$ cat src/rtl/fft_pkg.sv
// Shared types and helpers for the FFT stage sequencer: state encoding,
// log2 helper and the bit-reversal used for natural-order input addressing.
package fft_pkg;

  localparam int unsigned ADDR_W_MAX = 16;

  typedef enum logic [2:0] {
    S_IDLE,
    S_READ,
    S_DRAIN,
    S_NEXT,
    S_DONE
  } state_e;

  function automatic int unsigned log2n(input int unsigned n);
    return $clog2(n);
  endfunction

  // Reverses the low w bits of a; bits at and above w come back zero.
  function automatic logic [ADDR_W_MAX-1:0] bit_rev(input logic [ADDR_W_MAX-1:0] a,
                                                    input int w);
    logic [ADDR_W_MAX-1:0] r;
    r = '0;
    for (int i = 0; i < ADDR_W_MAX; i++) begin
      if (i < w) r[w-1-i] = a[i];
    end
    return r;
  endfunction

endpackage

$ cat src/rtl/fft_stage_sequencer_delay.sv
// Fixed-depth shift register with synchronous active-low clear; carries the
// read strobe and addresses forward so they re-emerge as the write strobe.
module fft_delay_line #(
  parameter int unsigned WIDTH = 1,
  parameter int unsigned DEPTH = 1
) (
  input  logic             clk,
  input  logic             reset,
  input  logic [WIDTH-1:0] din,
  output logic [WIDTH-1:0] dout
);

  logic [DEPTH-1:0][WIDTH-1:0] pipe_q, pipe_d;

  always_comb begin
    pipe_d[0] = din;
    for (int i = 1; i < DEPTH; i++) pipe_d[i] = pipe_q[i-1];
  end

  always_ff @(posedge clk) begin
    if (!reset) pipe_q <= '0;
    else        pipe_q <= pipe_d;
  end

  assign dout = pipe_q[DEPTH-1];

endmodule

$ cat src/rtl/fft_stage_sequencer.sv
// Radix-2 DIT pass sequencer driving a ping-pong RAM: reads, delayed in-place
// writes and bank toggling per stage. FFT_SEQ_BITREV_EN bit-reverses stage-0 reads.
module fft_stage_sequencer
  import fft_pkg::*;
#(
  parameter int unsigned N        = 32,
  parameter int unsigned BFLY_LAT = 3,
  localparam int unsigned LOG2N   = log2n(N)
) (
  input  logic             clk,
  input  logic             reset,
  input  logic             start,
  output logic             busy,
  output logic             done,
  output logic [LOG2N-1:0] stage,
  output logic             bank_select,
  output logic             read_en,
  output logic [LOG2N-1:0] rd_address1,
  output logic [LOG2N-1:0] rd_address2,
  output logic [LOG2N-2:0] twiddle_addr,
  output logic             wr_en,
  output logic [LOG2N-1:0] wr_address1,
  output logic [LOG2N-1:0] wr_address2,
  output logic             final_bank
);

  localparam int unsigned D    = BFLY_LAT + 1;
  localparam int unsigned KW   = LOG2N - 1;
  localparam int unsigned CW   = $clog2(D + 1);
  localparam int unsigned DL_W = 1 + 2 * LOG2N;
  localparam logic [KW-1:0]    K_LAST     = KW'(N / 2 - 1);
  localparam logic [LOG2N-1:0] LAST_STAGE = LOG2N'(LOG2N - 1);
  localparam logic [CW-1:0]    CNT_LAST   = CW'(D - 1);
  localparam logic [LOG2N-1:0] ONE        = LOG2N'(1);

  state_e           state_q, state_d;
  logic [KW-1:0]    k_q, k_d;
  logic [CW-1:0]    cnt_q, cnt_d;
  logic [LOG2N-1:0] stage_q, stage_d;
  logic             bank_q, bank_d;
  logic             fin_q, fin_d;
  logic             busy_q, busy_d;
  logic             done_q, done_d;
  logic             rd_en_q, rd_en_d;
  logic [LOG2N-1:0] rd1_q, rd1_d, rd2_q, rd2_d;
  logic [LOG2N-1:0] nat1_q, nat1_d, nat2_q, nat2_d;
  logic [KW-1:0]    tw_q, tw_d;
  logic [LOG2N-1:0] kx, span, a1, a2;
  logic [DL_W-1:0]  wr_bus;

  always_comb begin
    state_d = state_q;
    k_d     = k_q;
    cnt_d   = cnt_q;
    stage_d = stage_q;
    bank_d  = bank_q;
    fin_d   = fin_q;
    rd_en_d = 1'b0;
    case (state_q)
      S_IDLE: if (start) begin
        state_d = S_READ;
        k_d     = '0;
        stage_d = '0;
        rd_en_d = 1'b1;
      end
      S_READ: begin
        if (k_q == K_LAST) begin
          state_d = S_DRAIN;
          cnt_d   = '0;
        end else begin
          k_d     = k_q + KW'(1);
          rd_en_d = 1'b1;
        end
      end
      S_DRAIN: begin
        if (cnt_q == CNT_LAST) begin
          if (stage_q == LAST_STAGE) begin
            state_d = S_DONE;
            fin_d   = bank_q;
          end else begin
            state_d = S_NEXT;
          end
        end else begin
          cnt_d = cnt_q + CW'(1);
        end
      end
      // Bank flips only as NEXT hands over to the new stage's first read.
      S_NEXT: begin
        state_d = S_READ;
        stage_d = stage_q + ONE;
        bank_d  = ~bank_q;
        k_d     = '0;
        rd_en_d = 1'b1;
      end
      S_DONE:  state_d = S_IDLE;
      default: state_d = S_IDLE;
    endcase

    kx   = {1'b0, k_d};
    span = ONE << stage_d;
    a1   = ((kx >> stage_d) << (stage_d + ONE)) | (kx & (span - ONE));
    a2   = a1 | span;

    nat1_d = '0;
    nat2_d = '0;
    rd1_d  = '0;
    rd2_d  = '0;
    tw_d   = '0;
    if (rd_en_d) begin
      nat1_d = a1;
      nat2_d = a2;
      rd1_d  = a1;
      rd2_d  = a2;
      tw_d   = (k_d & KW'(span - ONE)) << (LAST_STAGE - stage_d);
`ifdef FFT_SEQ_BITREV_EN
      // Input bank is in natural order; only the first pass reads permuted.
      if (stage_d == '0) begin
        rd1_d = LOG2N'(bit_rev(ADDR_W_MAX'(a1), LOG2N));
        rd2_d = LOG2N'(bit_rev(ADDR_W_MAX'(a2), LOG2N));
      end
`endif
    end

    busy_d = (state_d != S_IDLE);
    done_d = (state_d == S_DONE);
  end

  always_ff @(posedge clk) begin
    if (!reset) begin
      state_q <= S_IDLE;
      k_q     <= '0;
      cnt_q   <= '0;
      stage_q <= '0;
      bank_q  <= 1'b0;
      fin_q   <= 1'b0;
      busy_q  <= 1'b0;
      done_q  <= 1'b0;
      rd_en_q <= 1'b0;
      rd1_q   <= '0;
      rd2_q   <= '0;
      nat1_q  <= '0;
      nat2_q  <= '0;
      tw_q    <= '0;
    end else begin
      state_q <= state_d;
      k_q     <= k_d;
      cnt_q   <= cnt_d;
      stage_q <= stage_d;
      bank_q  <= bank_d;
      fin_q   <= fin_d;
      busy_q  <= busy_d;
      done_q  <= done_d;
      rd_en_q <= rd_en_d;
      rd1_q   <= rd1_d;
      rd2_q   <= rd2_d;
      nat1_q  <= nat1_d;
      nat2_q  <= nat2_d;
      tw_q    <= tw_d;
    end
  end

  fft_delay_line #(
    .WIDTH(DL_W),
    .DEPTH(D)
  ) u_wr_dly (
    .clk  (clk),
    .reset(reset),
    .din  ({rd_en_q, nat1_q, nat2_q}),
    .dout (wr_bus)
  );

  assign busy         = busy_q;
  assign done         = done_q;
  assign stage        = stage_q;
  assign bank_select  = bank_q;
  assign read_en      = rd_en_q;
  assign rd_address1  = rd1_q;
  assign rd_address2  = rd2_q;
  assign twiddle_addr = tw_q;
  assign final_bank   = fin_q;
  assign {wr_en, wr_address1, wr_address2} = wr_bus;

endmodule

$ cat config.mk
export PLATFORM = sky130hd
export DESIGN_NAME = fft_stage_sequencer
export DESIGN_NICKNAME = d
export VERILOG_FILES = /design/src/rtl/fft_pkg.sv /design/src/rtl/fft_stage_sequencer_delay.sv /design/src/rtl/fft_stage_sequencer.sv
export SDC_FILE = /design/constraint.sdc
export NUM_CORES = 1
export LEC_CHECK = 0
export ABC_AREA = 1
export CELL_PAD_IN_SITES_DETAIL_PLACEMENT = 1
export CELL_PAD_IN_SITES_GLOBAL_PLACEMENT = 1
export CORE_ASPECT_RATIO = 0.6
export CORE_MARGIN = 1
export CORE_UTILIZATION = 41
export CTS_CLUSTER_SIZE = 14
export DETAILED_ROUTE_END_ITERATION = 10
export PLACE_DENSITY_LB_ADDON = 0.1
export SYNTH_ARGS = -nofsm -noshare
export SYNTH_HDL_FRONTEND = slang
export SYNTH_HIERARCHICAL = 1
export SYNTH_SLANG_ARGS = --single-unit
$ cat constraint.sdc
create_clock -name clk -period 3.1 [get_ports clk]
set_input_delay 0.62 -clock clk [delete_from_list [all_inputs] [get_ports clk]]
set_output_delay 0.62 -clock clk [all_outputs]
set_load 0.02 [all_outputs]
======== Yosys cells after proc, flatten, opt, wreduce, memory -nomap -nowiden ========
Cells that the tools add are included.
storage, ports and cells
  logic and storage cells ................. 62
  RAM bits ................................ 0
  latch bits .............................. 0
  memories kept ........................... 0
  register bits after elaboration ......... 78
  ROM bits ................................ 0
  output and inout bits ................... 35
  bits of input ports ..................... 3
operators by class
  $lt $le $gt $ge ......................... 0
  div/mod/pow operators ................... 0
  add/sub/neg operators ................... 6
  bitwise logic cells ..................... 5
  $mul .................................... 0
  eq/ne operators ......................... 9
  reduce and logical (&&, ||, !) cells .... 6
  muxes and demuxes ....................... 16
  shifts and indexed selects .............. 4
operators with widths
  kind                 number
  $mux 3               6
  $pmux 3 s4           1
  $pmux 4 s3           1
  $add 5x1->5 const B  2
  $or 5x5->5           2
  $pmux 5 s2           1
  $eq 3x2->1 const B   3
  $mux 4               2
  $pmux 3 s2           1
  $reduce_and 3->1     2
  $and 4x5->5          1
  $eq 5x3->1 const B   1
  $mux 5               1
  $shl 1x5->5 const A  1
  $shl 4x5->4          1
  $shl 5x5->5          1
  $shr 4x5->5          1
  $sub 3x5->5 const A  1
  $sub 5x1->5 const B  1
  $add 4x1->4 const B  1
  $and 4x4->4          1
  $eq 4x4->1 const B   1
  $ne 2x2->1 const B   2
  $add 3x1->3 const B  1
  other kinds (9)      10

======== Depth between registers and ports, before layout ========
Gate-level depths: netlist (run 1).
  word-level depth ........................ 7
  mapped depth ............................ 16
  depth with buffers taken out ............ 16

======== Hierarchy ========
The synthesis (run 1) kept the hierarchy.
modules (own cells, without submodules)
  module               seq. area each (sq um)  instances  area each (sq um)  cells each
  fft_stage_sequencer  680.7                   1          1971.9             278
  fft_delay_line       880.8                   1          1263.7             137

======== Least setup slack after synthesis (run 1) ========
No wires, ideal clock.
  kind .................................... reg-to-reg
  from .................................... register stage_q[0], in the netlist stage[0]
  to ...................................... register tw_q[1], in the netlist twiddle_addr[1]
  setup time .............................. 78 ps
  path buffers ............................ 0
  path slack .............................. 768 ps
  clock period less this slack ............ 2332 ps
  data arrival time ....................... 2254 ps
  data required time ...................... 3022 ps
  stages on the path, launching flop included .. 14
  cells stage by stage .................... dfxtp_1 -> inv_1 -> ha_1 -> inv_1 -> nor2_1 -> o21bai_4 -> nor2_4 -> nand2_1 -> ha_1 -> inv_1 -> nand2_1 -> nand2_1 -> o21ai_0 -> nor3_1
on the way
  cells in the longest elaborated chain, start to end .. 6
  elaborated cells on any way between the ends .. 8
  those cells by class .................... add/sub (3); shift (2); mux (2); bitwise (1)
ends and longest elaborated chain
  item                    line                        RTL
  start, declared         fft_stage_sequencer.sv:39   logic [LOG2N-1:0] stage_q, stage_d;
  start signal, assigned  fft_stage_sequencer.sv:148  stage_q <= stage_d;
  $add 5x1->5 (*)         fft_stage_sequencer.sv:90   stage_d = stage_q + ONE;
  $pmux 5 s2 (*)          fft_stage_sequencer.sv:59   case (state_q)
  named net stage_d[1]    fft_stage_sequencer.sv:39
  $shl 1x5->5             fft_stage_sequencer.sv:100  span = ONE << stage_d;
  $sub 5x1->5             fft_stage_sequencer.sv:114  tw_d = (k_d & KW'(span - ONE)) << (LAST_STAGE - stage_d);
  $and 4x4->4             fft_stage_sequencer.sv:114
  $shl 4x5->4 (*)         fft_stage_sequencer.sv:114
  end signal, assigned    fft_stage_sequencer.sv:158  tw_q <= tw_d;
  end, declared           fft_stage_sequencer.sv:47   logic [KW-1:0] tw_q, tw_d;
Mark *: on every way through the listed nets, which the timed path passes. The rest lies on a longest branch.
A chain may end at the register's enable or synchronous reset.

======== Final worst setup path (run 1) ========
  from .................................... input start
  to ...................................... register tw_q[1], in the netlist twiddle_addr[1]
on the way
  cells in the longest elaborated chain, start to end .. 6
  elaborated cells on any way between the ends .. 12
  those cells by class .................... add/sub (2); shift (2); mux (6); bitwise (1); reduce/logical (1)
ends and longest elaborated chain
  item             line                        RTL
  start, declared  fft_stage_sequencer.sv:12   input logic start,
  $mux 5           fft_stage_sequencer.sv:60   S_IDLE: if (start) begin
  $pmux 5 s2       fft_stage_sequencer.sv:59
  $shl 1x5->5      fft_stage_sequencer.sv:100
  $sub 5x1->5      fft_stage_sequencer.sv:114
  $and 4x4->4      fft_stage_sequencer.sv:114
  $shl 4x5->4      fft_stage_sequencer.sv:114
Several ways; a longest one is shown, not always the timed one.

==> results of run 1 <==
==> final timing paths <==
check                                                    start                              to  slack, ns  depth (start not counted)
worst min-delay path            u_wr_dly/pipe_d[25]$_SDFF_PN0_  u_wr_dly/pipe_d[36]$_SDFF_PN0_       0.41                          2
worst max-delay path                                     start      twiddle_addr[1]$_SDFF_PP0_       0.31                         14
worst min register to register  u_wr_dly/pipe_d[25]$_SDFF_PN0_  u_wr_dly/pipe_d[36]$_SDFF_PN0_       0.41                          2
worst max register to register             stage[0]$_SDFF_PN0_      twiddle_addr[1]$_SDFF_PP0_       0.31                         14
==> area by class of cell <==
class	count	area, um2	area share
clock buffer	10	239	0.0595
clock inverter	6	92.6	0.0231
inverter	85	319	0.0795
multi-input combinational	243	1280	0.318
sequential	78	1560	0.389
tap	104	130	0.0324
timing repair buffer	41	395	0.0985
==> synthesized netlist by cell type (all sizes together) <==
cell and count:
a21oi 12, a311oi 1, a41oi 1, buf 7
clkbuf 2, clkinv 1, dfxtp 78, ha 8
inv 84, nand2 121, nand3 31, nand4 9
nor2 31, nor3 4, o211a 2, o21ai 14
o21bai 2, o22ai 1, or2 3, xnor2 1
xor2 2
==> logic make-up (layout without fill, tap and decap cells) <==
logic type                 count (synthesis)  in the layout
buffers and inverters                     94            142
DFF                                       78             78
adders and majority gates                  8              8
AOI/OAI and AO/OA                         33             33
and+or+nand+nor                          199            199
xor gates and xnor gates                   3              3
==> worst register-to-register path: stages (launching register included) <==
cell and delay (ns):
dfxtp_1 0.39, ha_1 0.28, or2_2 0.30, nand3_1 0.15
o21ai_4 0.13, inv_1 0.13, nand2_1 0.12, inv_2 0.14
nand2_1 0.11, ha_1 0.32, inv_1 0.06, nand2_1 0.12
nand2_1 0.10, o21ai_0 0.15, nor3_1 0.21
==> sequential cells by signal, indices dropped and copies added (netlist names) <==
signal,count
read_en,1
done,1
stage,5
twiddle_addr,4
bank_select,1
k_q,4
u_wr_dly/pipe_d,33
state_q,3
nat1_q,5
cnt_q,3
final_bank,1
u_wr_dly/dout,11
busy,1
nat2_q,5
==> power breakdown <==
group          total (mW)  switching [mW]  internal (mW)
combinational      0.0967          0.0652         0.0315
sequential           1.03         0.00965           1.02
clock                1.16           0.429          0.733
total                2.28           0.503           1.78
==> through the flow <==
stage / power (mW) / setup slack, ns
floorplan: 1.11 / 0.768
global placement: 1.14 / 0.0761
detailed placement: 1.14 / 0.0838
CTS: 2.31 / 0.334
global route: 2.35 / 0.0751
finish: 2.28 / 0.308
==> per-layer routing <==
| metal | vias to the layer above | wire (um) | global-route usage |
|---|---|---|---|
| li1 | 1356 | - | - |
| met1 | 1298 | 4330 | 0.327 |
| met2 | 81 | 3850 | 0.361 |
| met3 | 8 | 495 | 0.0608 |
| met4 | 0 | 95 | 0.0563 |
| met5 | - | 0 | 0 |
==> impl_metrics.py, run 1 <==
metrics = {
    "timing": {
        "tightest_slew_ns": 0.538,
        "fmax_ghz": 0.358,
        "rsz0062_at_grt": "no",
        "timing.hold.ws_ns": 0.409,
        "fin_crit_sh": 0.901,
        "slew_viol_final": 0,
        "slew_headroom": 0.642,
        "fin_skew_ns": 0.00690,
        "hold_viol_final": 0,
        "fin_crit_ns": 2.79,
        "setup_viol": 0,
        "setup_tns_ns": 0,
    },
    "setup_path": {
        "cp-end-kind": "flip-flop",
        "crit_buf_inv": 3,
        "cp_common_cell": "nand2_1",
        "cpMaxStageDelayCell": "clkdlybuf4s50_1",
        "crit_fanout": 8,
        "crit_type": "input pin to flip-flop",
        "path_delay_family": "simple AND/OR/NAND/NOR gates",
        "crit_arrival_ns": 3.04,
        "path_cells": "clkdlybuf4s50_1 > nand3_4 > nand3_1 > nand2_2 > nor2_8 > nand2_1 > inv_2 > nand2_1 > ha_1 > inv_1 > nand2_1 > nand2_1 > o21ai_0 > nor3_1",
        "cpPeakStageDelay_ns": 0.52,
        "start_kind": "input pin",
        "crit_required_ns": 3.35,
    },
    "clock_network": {
        "clock_path_buffers": 2,
        "clk_pin_slew_ns": 0.06,
        "h-tree-depth": 3,
        "cts_root_buf": "clkbuf_16",
        "cts_tree": "done",
        "cts_setup_buffers": 0,
        "cts_buffers": 9,
        "cts_resized": 0,
        "worstSkewPairLatency_ns": 0.33,
        "postCtsHoldBufs": 0,
        "cts_sinks": 78,
    },
    "synthesis": {
        "synth_fa_ha_area_frac": 0.0309,
        "seq_area_frac_synth": 0.483,
        "synth_top_cell_by_area": "dfxtp_1",
        "muxShareOfSynthArea": 0,
        "synth_xor_area_frac": 0.0104,
        "yosysWarnings": 6,
        "avgSynthCellArea_um2": 7.80,
        "synth_top_family_by_area": "simple AND/OR/NAND/NOR gates",
        "synth_cell_types": 38,
        "synth_seq_cells": 78,
        "synth_nets": 426,
        "synth.area.top_cells": "dfxtp_1, nand2_1, inv_1",
        "synth_compound_area_frac": 0.0723,
        "yosys.area.top_type_share": 0.483,
        "synth_cells": 415,
        "yosys.area_share.simple": 0.281,
        "syn_area_um2": 3240,
    },
    "layout": {
        "stdcell_count": 567,
        "layout_common_cells": "nand2_1, dfxtp_1, inv_1",
        "drive_above_1_share": 0.108,
        "fill_cells": 922,
        "finalInstanceArea_um2": 4020,
        "fin_util": 0.539,
        "final_common_cell": "nand2_1",
        "syn_to_final_growth_pct": 24.1,
        "fin_nets": 469,
        "insertedDiodeCount": 0,
    },
    "global_route": {
        "grt_pass1_vias": 2777,
        "grt_pass1_wl_um": 14300,
        "grt_overflow": 0,
        "grt.total_usage": 0.234,
        "antenna_found_initial": 0,
        "grt_max_degree": 53,
    },
    "run_status": {
        "status": "complete, no violations",
    },
    "place": {
        "dpl.cell_count": 551,
        "place.gp.congestion": 0.867,
        "io_buffers": 37,
        "detailed_place_hpwl_um": 6070,
        "place_area_um2": 3680,
    },
    "min_path": {
        "hold_class": "flip-flop to flip-flop",
    },
    "detailed_routing": {
        "viasPerCell": 4.84,
        "wirelength_um": 8780,
        "drc_errors": 0,
        "first_iter_violations": 153,
        "drtPass1Iterations": 4,
        "routedWlPerCell_um": 15.5,
        "vias": 2743,
        "postRouteAntennaNets": 0,
    },
    "power_and_ir_drop": {
        "vdd_drop_max_uv": 372,
        "powerDensity_nw_per_um2": 569,
        "leakage_nw": 2.10,
    },
    "floorplan": {
        "die_h_um": 70.8,
        "fp-row-count": 24,
        "core_um2": 7450,
        "die_x_um": 117,
        "die_area_um2": 8260,
        "start_util": 0.434,
        "pin_count": 38,
    },
    "run": {
        "cap_violations": 0,
    },
}
Note: power is estimated with default switching activity, not from simulation.
==> run 2, diff against run 1 <==
--- a/config.mk
+++ b/config.mk
@@ -16,2 +16,3 @@
 export PLACE_DENSITY_LB_ADDON = 0.1
+export SETUP_SLACK_MARGIN = 0.4
 export SYNTH_ARGS = -nofsm -noshare
--- a/constraint.sdc
+++ b/constraint.sdc
@@ -3,2 +3,2 @@
 set_output_delay 0.62 -clock clk [all_outputs]
-set_load 0.02 [all_outputs]
+set_load 0.1 [all_outputs]
==> run 2 against run 1 <==
Net effect:
- final cell count grew 1.2%
- power down 1.4%
- first-iteration DRC count down 31%
- flip-flop and latch count is the same
- largest cell class unchanged
- sequential power about the same
- largest power group unchanged
- clock skew decreased by 0.0016 ns
- via count about the same
- register-to-register slack better by 0.29 ns
- global-route usage down 1.7 points
==> impl_metrics.py, run 2 (synthesized netlist as in run 1, its figures left out) <==
metrics = {
    "clock_network": {
        "h-tree-depth": 3,
        "cts_tree": "done",
        "postCtsHoldBufs": 0,
        "cts_sinks": 78,
        "cts_buffers": 9,
        "cts_root_buf": "clkbuf_16",
        "clk_pin_slew_ns": 0.06,
        "worstSkewPairLatency_ns": 0.33,
        "clock_path_buffers": 2,
    },
    "detailed_routing": {
        "wl_met3_um": 420,
        "first_iter_violations": 106,
        "drtPass1Iterations": 4,
        "routedWlPerCell_um": 14.2,
        "drc_errors": 0,
        "drt-met1-wl_um": 4380,
        "postRouteAntennaNets": 0,
        "vias": 2741,
        "wirelength_um": 8130,
        "viasPerCell": 4.78,
        "wl_met2_um": 3250,
        "maxUsedRoutingLayer": "met4",
    },
    "timing": {
        "rsz0062_at_grt": "yes",
        "hold_viol_final": 0,
        "setup_tns_ns": 0,
        "fin_skew_ns": 0.00532,
        "fin_crit_ns": 2.59,
        "fin_crit_sh": 0.835,
        "setup_viol": 0,
        "slew_viol_final": 0,
        "fmax_ghz": 0.386,
        "slew_headroom": 0.660,
        "tightest_slew_ns": 0.510,
    },
    "power_and_ir_drop": {
        "seqPwrFrac": 0.455,
        "switchingPower_mw": 0.515,
        "leakage_nw": 2.22,
        "p_int_mw": 1.74,
        "combPwrFrac": 0.057,
        "swShare": 0.229,
        "vdd_drop_max_uv": 282,
        "powerDensity_nw_per_um2": 564,
        "pwr-share-clk": 0.487,
    },
    "layout": {
        "multiInputGateArea_um2": 1290,
        "drive_above_1_share": 0.206,
        "largest_reg_flops": 33,
        "fin_nets": 476,
        "layout_common_cells": "nand2_1, inv_1, dfxtp_1",
        "fill_cells": 962,
        "finalInstanceArea_um2": 4000,
        "syn_to_final_growth_pct": 23.5,
        "insertedDiodeCount": 0,
        "final_common_cell": "nand2_1",
        "register_area_um2": 1570,
    },
    "setup_path": {
        "crit_type": "input pin to flip-flop",
        "start_kind": "input pin",
        "crit_fanout": 7,
        "cp-end-kind": "flip-flop",
        "crit_arrival_ns": 2.85,
        "crit_required_ns": 3.36,
        "ff2ff_path_depth": 14,
    },
    "min_path": {
        "hold-path-cell-count": 2,
        "hold_class": "flip-flop to flip-flop",
    },
    "place": {
        "place.gp.congestion": 0.891,
        "place_area_um2": 3600,
        "detailed_place_hpwl_um": 6000,
        "io_buffers": 37,
    },
    "global_route": {
        "grt_pass1_vias": 2674,
        "grt.total_usage": 0.217,
        "antenna_found_initial": 0,
        "grt_pass1_wl_um": 13300,
        "grt_max_degree": 53,
        "grt_overflow": 0,
    },
    "floorplan": {
        "die_x_um": 117,
        "die_h_um": 70.8,
        "fp-row-count": 24,
        "die_area_um2": 8260,
        "start_util": 0.434,
        "core_um2": 7450,
        "pin_count": 38,
    },
    "run": {
        "cap_violations": 0,
    },
    "run_status": {
        "status": "complete, no violations",
    },
}
run 2: cell count changes in the layout (fill, tap and decap cells not counted), moves of 2 or more:
cell | before | now
clkdlybuf4s50_1 | 36 | 1
dfxtp_1 | 78 | 75
clkbuf_8 | 1 | 3
clkinvlp_4 | 2 | 0
dfxtp_2 | 0 | 3
buf_4 | 4 | 45
run 2: layer usage:
layer / track usage / vias to the layer above
met5: 0 / -
met4: 0.0605 / 0
met2: 0.306 / 57
li1: - / 1371
met3: 0.0686 / 8
met1: 0.316 / 1305
run 2: power by group through the flow:
stage	Sequential, mW	Clock, mW	Combinational, mW
2_1_floorplan	1.09	0	0.0571
3_3_place_gp	1.05	0	0.126
3_5_place_dp	1.05	0	0.127
4_1_cts	1.03	1.12	0.128
5_1_grt	1.03	1.17	0.139
6_report	1.03	1.10	0.129
run 2: what timing repair did:
action,in CTS,in global routing
gates resized for setup,0,3
setup endpoints to repair,0,6
setup buffers,0,7
run 2: final timing paths:
check                           slack (ns)                           start                             end
worst max-delay path                  0.51                           start      twiddle_addr[3]$_SDFF_PP0_
worst min-delay path                  0.41  u_wr_dly/pipe_d[23]$_SDFF_PN0_  u_wr_dly/pipe_d[34]$_SDFF_PN0_
worst max register to register        0.60             stage[0]$_SDFF_PN0_      twiddle_addr[1]$_SDFF_PP0_
worst min register to register        0.41  u_wr_dly/pipe_d[23]$_SDFF_PN0_  u_wr_dly/pipe_d[34]$_SDFF_PN0_
run 2: worst max-delay path, cell delays in order:
cell,delay (ns)
clkdlybuf4s50_1,0.52
nand3_4,0.14
nand2_8,0.13
nand2_1,0.08
o21ai_2,0.20
ha_1,0.31
inv_1,0.06
nand2_1,0.11
nand2_1,0.08
xor2_1,0.14
inv_1,0.07
nand2_2,0.08
nor2_2,0.12
nand3_1,0.09
o21ai_1,0.08
run 2: area by class of cell:
type,count,area share
repair buffers,48,0.0933
multi-input cells,243,0.323
clock buffers,12,0.0667
inverters,85,0.0798
clock inverters,4,0.0131
flip-flops and latches,78,0.392
well taps,104,0.0326
run 2: stage by stage:
stage               total power [mW]  hold WS, ns  std cells  setup WS [ns]   util
floorplan                       1.15        0.390        415          0.507      -
global placement                1.17        0.393        551          0.124  0.483
detailed placement              1.17        0.402        551         0.0894  0.483
CTS                             2.27        0.414        567          0.418  0.526
global route                    2.33        0.425        574          0.377  0.537
finish                          2.25        0.412        574          0.511  0.537
